**src/rtl/count_ctrl_pkg.sv**
```systemverilog
// Shared types and pin-map constants for the start/stop counter initiator.
package count_ctrl_pkg;
  localparam int CNT_W     = 8;
  localparam int LEN_W     = 5;
  localparam int GO_BIT    = 2;
  localparam int LEN_LSB   = 3;
  localparam int START_BIT = 0;
  localparam int STOP_BIT  = 1;

  typedef enum logic [2:0] {IDLE, SNAP, RUN, HOLD, DRAIN, DONE} state_e;

  // A programmed length of 0 encodes the maximum run of 32 starts.
  function automatic logic [5:0] run_len(input logic [LEN_W-1:0] n);
    return (n == '0) ? 6'd32 : {1'b0, n};
  endfunction
endpackage

```
**src/rtl/count_ctrl_if.sv**
```systemverilog
// Link between the sequencer and the readback checker.
interface count_ctrl_if #(parameter int ERR_W = 4) ();
  import count_ctrl_pkg::*;
  logic             push;
  logic [CNT_W-1:0] exp;
  logic             flush;
  logic             clr;
  logic [ERR_W-1:0] err_cnt;
  logic             overflow;

  modport master (output push, exp, flush, clr, input err_cnt, overflow);
  modport slave  (input push, exp, flush, clr, output err_cnt, overflow);
endinterface

```
**src/rtl/count_ctrl_chk.sv**
```systemverilog
// Expected-value delay line (RD_LAT deep) and saturating mismatch counter.
module count_ctrl_chk import count_ctrl_pkg::*; #(
  parameter int RD_LAT = 1,
  parameter int ERR_W  = 4
) (
  input  logic             clk,
  input  logic             rst_n,
  input  logic [CNT_W-1:0] act,
  count_ctrl_if.slave      bus
);
  logic [RD_LAT:1]            vld_pipe;
  logic [RD_LAT:1][CNT_W-1:0] exp_pipe;
  logic [ERR_W-1:0]           err_cnt;
  logic                       sat, miss;

  assign sat  = &err_cnt;
  assign miss = vld_pipe[RD_LAT] && (act != exp_pipe[RD_LAT]);

  always_ff @(posedge clk or negedge rst_n) begin
    if (!rst_n) begin
      vld_pipe <= '0;
      exp_pipe <= '0;
    end else if (bus.flush) begin
      vld_pipe <= '0;
    end else begin
      vld_pipe[1] <= bus.push;
      exp_pipe[1] <= bus.exp;
      for (int i = 2; i <= RD_LAT; i++) begin
        vld_pipe[i] <= vld_pipe[i-1];
        exp_pipe[i] <= exp_pipe[i-1];
      end
    end
  end

  // An abort discards whatever is emerging that cycle as well.
  always_ff @(posedge clk or negedge rst_n) begin
    if (!rst_n)                         err_cnt <= '0;
    else if (bus.clr)                   err_cnt <= '0;
    else if (miss && !bus.flush && !sat) err_cnt <= err_cnt + 1'b1;
  end

  assign bus.err_cnt  = err_cnt;
  assign bus.overflow = sat;
endmodule

```
**src/rtl/tt_um_count_ctrl.sv**
```systemverilog
// Start/stop counter initiator: sequences pulses, checks readback, reports pass/errors.
// Optional COUNT_CTRL_FREERUN_EN: DONE loops back to SNAP while go stays high.
module tt_um_count_ctrl import count_ctrl_pkg::*; #(
  parameter int RD_LAT   = 1,
  parameter int HOLD_CYC = 4,
  parameter int ERR_W    = 4
) (
  input  logic       clk,
  input  logic       rst_n,
  input  logic       ena,
  input  logic [7:0] ui_in,
  input  logic [7:0] uio_in,
  output logic [7:0] uio_out,
  output logic [7:0] uio_oe,
  output logic [7:0] uo_out
);
  localparam logic [5:0] HOLD_END  = 6'(HOLD_CYC);
  localparam logic [5:0] DRAIN_END = 6'(RD_LAT);

  state_e           state, state_d;
  logic [LEN_W-1:0] len_q;
  logic [CNT_W-1:0] base_q;
  logic [5:0]       ph, n_eff;
  logic             start_q, stop_q, done_q, abort, go, busy, pass;
  logic             unused_pins;

  assign go          = uio_in[GO_BIT];
  assign n_eff       = run_len(len_q);
  assign busy        = state inside {SNAP, RUN, HOLD, DRAIN};
  assign unused_pins = &{1'b0, ena, uio_in[1:0]};

  always_comb begin
    state_d = state;
    abort   = 1'b0;
    case (state)
      IDLE:  if (go) state_d = SNAP;
      SNAP:  state_d = RUN;
      RUN:   if (ph == n_eff) state_d = HOLD;
      HOLD:  if (ph == HOLD_END) state_d = DRAIN;
      DRAIN: if (ph == DRAIN_END) state_d = DONE;
      DONE: begin
`ifdef COUNT_CTRL_FREERUN_EN
        state_d = go ? SNAP : IDLE;
`else
        if (!go) state_d = IDLE;
`endif
      end
      default: state_d = IDLE;
    endcase
    if (busy && !go) begin
      state_d = IDLE;
      abort   = 1'b1;
    end
  end

  // ph counts 1.. within each timed phase; restarts on every state change.
  always_ff @(posedge clk or negedge rst_n) begin
    if (!rst_n) begin
      state   <= IDLE;
      ph      <= 6'd1;
      len_q   <= '0;
      base_q  <= '0;
      start_q <= 1'b0;
      stop_q  <= 1'b0;
      done_q  <= 1'b0;
    end else begin
      state   <= state_d;
      ph      <= (state_d != state) ? 6'd1 : ph + 6'd1;
      start_q <= (state_d == RUN);
      stop_q  <= (state_d == HOLD);
      if (state == IDLE && go) len_q  <= uio_in[7:LEN_LSB];
      if (state == SNAP)       base_q <= ui_in;
      if (state_d == SNAP)      done_q <= 1'b0;
      else if (state_d == DONE) done_q <= 1'b1;
    end
  end

  count_ctrl_if #(.ERR_W(ERR_W)) chk_if ();

  assign chk_if.push  = (state == RUN) || (state == HOLD);
  assign chk_if.exp   = base_q + CNT_W'((state == RUN) ? ph : n_eff);
  assign chk_if.flush = abort;
  assign chk_if.clr   = (state == IDLE) && go;

  count_ctrl_chk #(.RD_LAT(RD_LAT), .ERR_W(ERR_W)) u_chk (
    .clk   (clk),
    .rst_n (rst_n),
    .act   (ui_in),
    .bus   (chk_if.slave)
  );

  assign pass    = done_q && (chk_if.err_cnt == '0);
  assign uo_out  = {chk_if.overflow, pass, done_q, busy, 4'(chk_if.err_cnt)};
  assign uio_out = {6'b0, stop_q, start_q};
  assign uio_oe  = 8'h03;
endmodule

```
**config.mk**
```make
export PLATFORM = sky130hd
export DESIGN_NAME = tt_um_count_ctrl
export DESIGN_NICKNAME = d
export VERILOG_FILES = /design/src/rtl/count_ctrl_pkg.sv /design/src/rtl/count_ctrl_if.sv /design/src/rtl/count_ctrl_chk.sv /design/src/rtl/tt_um_count_ctrl.sv
export SDC_FILE = /design/constraint.sdc
export NUM_CORES = 1
export LEC_CHECK = 0
export CAP_MARGIN = 20
export CORE_MARGIN = 10
export CORE_UTILIZATION = 32
export DETAILED_ROUTE_END_ITERATION = 7
export GPL_ROUTABILITY_DRIVEN = 0
export GPL_TIMING_DRIVEN = 0
export MAX_ROUTING_LAYER = met4
export PLACE_DENSITY_LB_ADDON = 0.05
export SKIP_LAST_GASP = 1
export SLEW_MARGIN = 10
export SYNTH_ARGS = -nofsm -noshare
export SYNTH_HDL_FRONTEND = slang
export SYNTH_SLANG_ARGS = --single-unit
export TNS_END_PERCENT = 20
```
**constraint.sdc**
```tcl
create_clock -name clk -period 7.5 [get_ports clk]
set_clock_uncertainty 0.1 [all_clocks]
set_input_delay 0.75 -clock clk [delete_from_list [all_inputs] [get_ports clk]]
set_output_delay 0.75 -clock clk [all_outputs]
set_load 0.01 [all_outputs]
```
==> metrics.md <==
| Metric | Value |
|---|---|
| Final critical-path required period | 3.20 ns |
| Vias/cell | 4.47 |
| CTS buffer count | 5 |
| DRC viols | 0 |
| Synth async-reset ratio | 100% |
| Initial antenna violation count | 0 |
| Routed len/inst | 14.1 um |
| Via count | 1813 |
| Buffers added on ports | 24 |
| RSZ-0062 raised after global routing | false |
| Register area share after synthesis | 38.3% |
| Final Hold Viols | 0 |
| PwrDens | 372 nW/um^2 |
| Initial DRC Count | 64 |
| # resized after CTS | 0 |
| Final Util | 39.5% |
| Final #Nets | 334 |
| Antenna cell count | 0 |
| CTS tree | done |
| DIE AREA | 11700 sq um |
| R2R Path Start | state[2] |
| DP Worst Slack | 4.32 ns |
| Leakage | 1.34 nW |
| DRT Wirelength | 5720 um |
| Max Freq | 0.313 GHz |
| Yosys reg bits | 38 |
| Synth Area per Inst | 9.63 sq um |
| Insertion delay to the later sink of the worst-skew pair | 0.29 ns |
| Num ports | 43 |
| Post-CTS setup buffers | 0 |
| Measured slew at the worst slew-check pin | 0.824 ns |
| FP Rows | 32 |
| Setup ws final | 4.30 ns |
| Pin count of the biggest net entering global routing | 26 |
| Worst hold slack | 0.254 ns |
| Fin crit share | 42.6% |
| Clk sinks | 38 |
| Starting density of the core | 32.5% |
| Number of global-route vias before repair | 1854 |
| Max VDD drop | 126 uV |
| Status | finished, final reports clean |
| Bufs on Longest Clock Path | 2 |
| First-pass detailed-route iteration total | 4 |
| # H-tree levels | 2 |
| Largest cells by area after synthesis | dfrtp_1 (37%), mux2_2 (6.8%), buf_4 (6.0%), ha_1 (5.5%), nand2_1 (5.0%) |
| Mapped Area | 2480 sq um |
| Worst Setup Start Kind | flip-flop |
| Yosys top cell area share | 37.3% |
| Largest area contributor in the synthesized netlist | dfrtp_1 |
| First-pass GRT wire length | 9450 um |
| Setup TNS | 0 ns |
| Ratio of cells with drive above 1 in the final layout | 19.4% |
| Post-synth EDFFs | 0 |
| Hold-fix buffers, CTS | 0 |
| Max-Cap Viols | 0 |
| Yosys warns | 0 |
| Most used DFF post-synth | dfrtp_1 |
| Clock root buffer | clkbuf_8 |
| Die Wd | 108 um |
| Fill cells | 779 |
| Grt total ovfl | 0 |
| GR Util All Layers | 10.5% |
| CP Capture Type | flip-flop |
| Synth-to-Final Area Change | 21.7% |
| Crit path arrival time | 3.32 ns |
| Placeable Area | 7650 sq um |
| Post-synthesis cell count | 258 |
| HP Class | in2async |
| Slew margin rel. | 44.8% |
| CP max FO | 8 |
| Die height | 108 um |
| Total power | 1.12 mW |
| Max Slew Vio Count | 0 |
| Hpwl dp | 4340 um |
| Critical path type | reg2reg |
| Post-route ant nets | 0 |
| Critical path required time | 7.63 ns |
| Clock slew at reported path FFs | 0.08 ns |
| CP Launch Point | state[2] |
| Synth unique cells | 52 |
| Final setup vio count | 0 |
cells in the mapped netlist, types with 6 or more instances:
library cell / count
mux2_2: 15
nand2_1: 33
buf_4: 20
o21ai_0: 6
a21oi_1: 14
nand2b_1: 7
xnor2_1: 11
xor2_1: 10
nor2_1: 13
inv_1: 11
clkbuf_1: 8
nand3_1: 6
dfrtp_1: 37
ha_1: 11
worst max-delay path, stage by stage (launching register included):
cell     delay (ns)
dfrtp_1        0.36
buf_2          0.16
nor3b_2        0.54
mux2_2         0.41
ha_1           0.35
a21oi_1        0.08
o21ai_0        0.27
a21oi_1        0.16
or4b_2         0.62
nand3_1        0.08
power breakdown:
group | switching, mW | internal (mW) | leakage [nW] | total [mW]
Combinational | 0.288 | 0.296 | 0.812 | 0.584
Clock | 0.0733 | 0.0996 | 0.0524 | 0.173
Sequential | 0.0767 | 0.291 | 0.476 | 0.368
through the flow:
step,instances,area (sq um)
floorplan,270,2530
global placement,396,2900
detailed placement,397,2910
CTS,405,3020
global route,406,3020
finish,406,3020
layer usage:
metal / global-route usage (%) / vias to the layer above / share of wire (%)
met1: 14.1 / 824 / 53
met4: 3.44 / 0 / 1.0
li1: - / 942 / -
met5: - / - / 0
met3: 3.09 / 5 / 4.8
met2: 14.7 / 42 / 42
path summary, 6_finish.rpt:
kind / slack, ns / endpoint / cells after the start
setup / recovery: 4.30 / u_chk.exp_pipe[6] / 9
hold / removal: 0.25 / base_q[3] / 1
setup reg to reg: 4.30 / u_chk.exp_pipe[6] / 9
hold reg to reg: 0.40 / u_chk.exp_pipe[3] / 2
max in group asynchronous: 6.50 / ph[0] / 2
min in group clk: 0.40 / u_chk.exp_pipe[3] / 2
layout make-up:
cell class	count	area [sq um]	share of cell area, %
buffer	29	185	6.13
clock buffer	7	76.3	2.52
inverter	11	41.3	1.37
timing repair buffer	26	260	8.61
multi-input combinational	192	1350	44.7
clock inverter	1	30.0	0.993
sequential	38	952	31.5
tap	102	128	4.22
layout by cell type (no fill, tap or decap), drive strengths merged, types with 2 or more instances in the layout:
| master | Yosys | routed |
|---|---|---|
| a21oi | 14 | 14 |
| a311o | 2 | 2 |
| and3 | 3 | 3 |
| buf | 21 | 23 |
| clkbuf | 8 | 16 |
| clkdlybuf4s50 | 0 | 23 |
| conb | 2 | 14 |
| dfrtp | 37 | 37 |
| ha | 11 | 11 |
| inv | 11 | 11 |
| mux2 | 15 | 15 |
| mux2i | 2 | 2 |
| nand2 | 33 | 33 |
| nand2b | 7 | 7 |
| nand3 | 6 | 6 |
| nand4 | 2 | 2 |
| nor2 | 13 | 13 |
| nor2b | 3 | 3 |
| nor3 | 6 | 6 |
| nor3b | 3 | 3 |
| nor4 | 2 | 2 |
| o211ai | 4 | 4 |
| o21ai | 7 | 7 |
| or2 | 2 | 2 |
| or4b | 2 | 2 |
| xnor2 | 11 | 11 |
| xor2 | 10 | 10 |
flip-flops by register name, indices dropped and copies added (netlist names), 3 cells and up:
signal,count
base_q,8
u_chk.exp_pipe,8
ph,6
len_q,5
u_chk.bus.err_cnt,4
state,3
cells by family (layout without fill, tap and decap cells):
family,count (synthesis),count (layout),share of synthesized area [%]
other,2,14,0.302
AND/OR/NAND/NOR,88,88,18.6
multiplexers,17,17,7.61
flip-flops,38,38,38.3
adder cells (fa/ha/maj),12,12,6.35
buffers and inverters,40,74,9.12
XOR/XNOR,21,21,7.41
AO/OA/AOI/OAI,40,40,12.3
(Power assumes the default switching activity.)
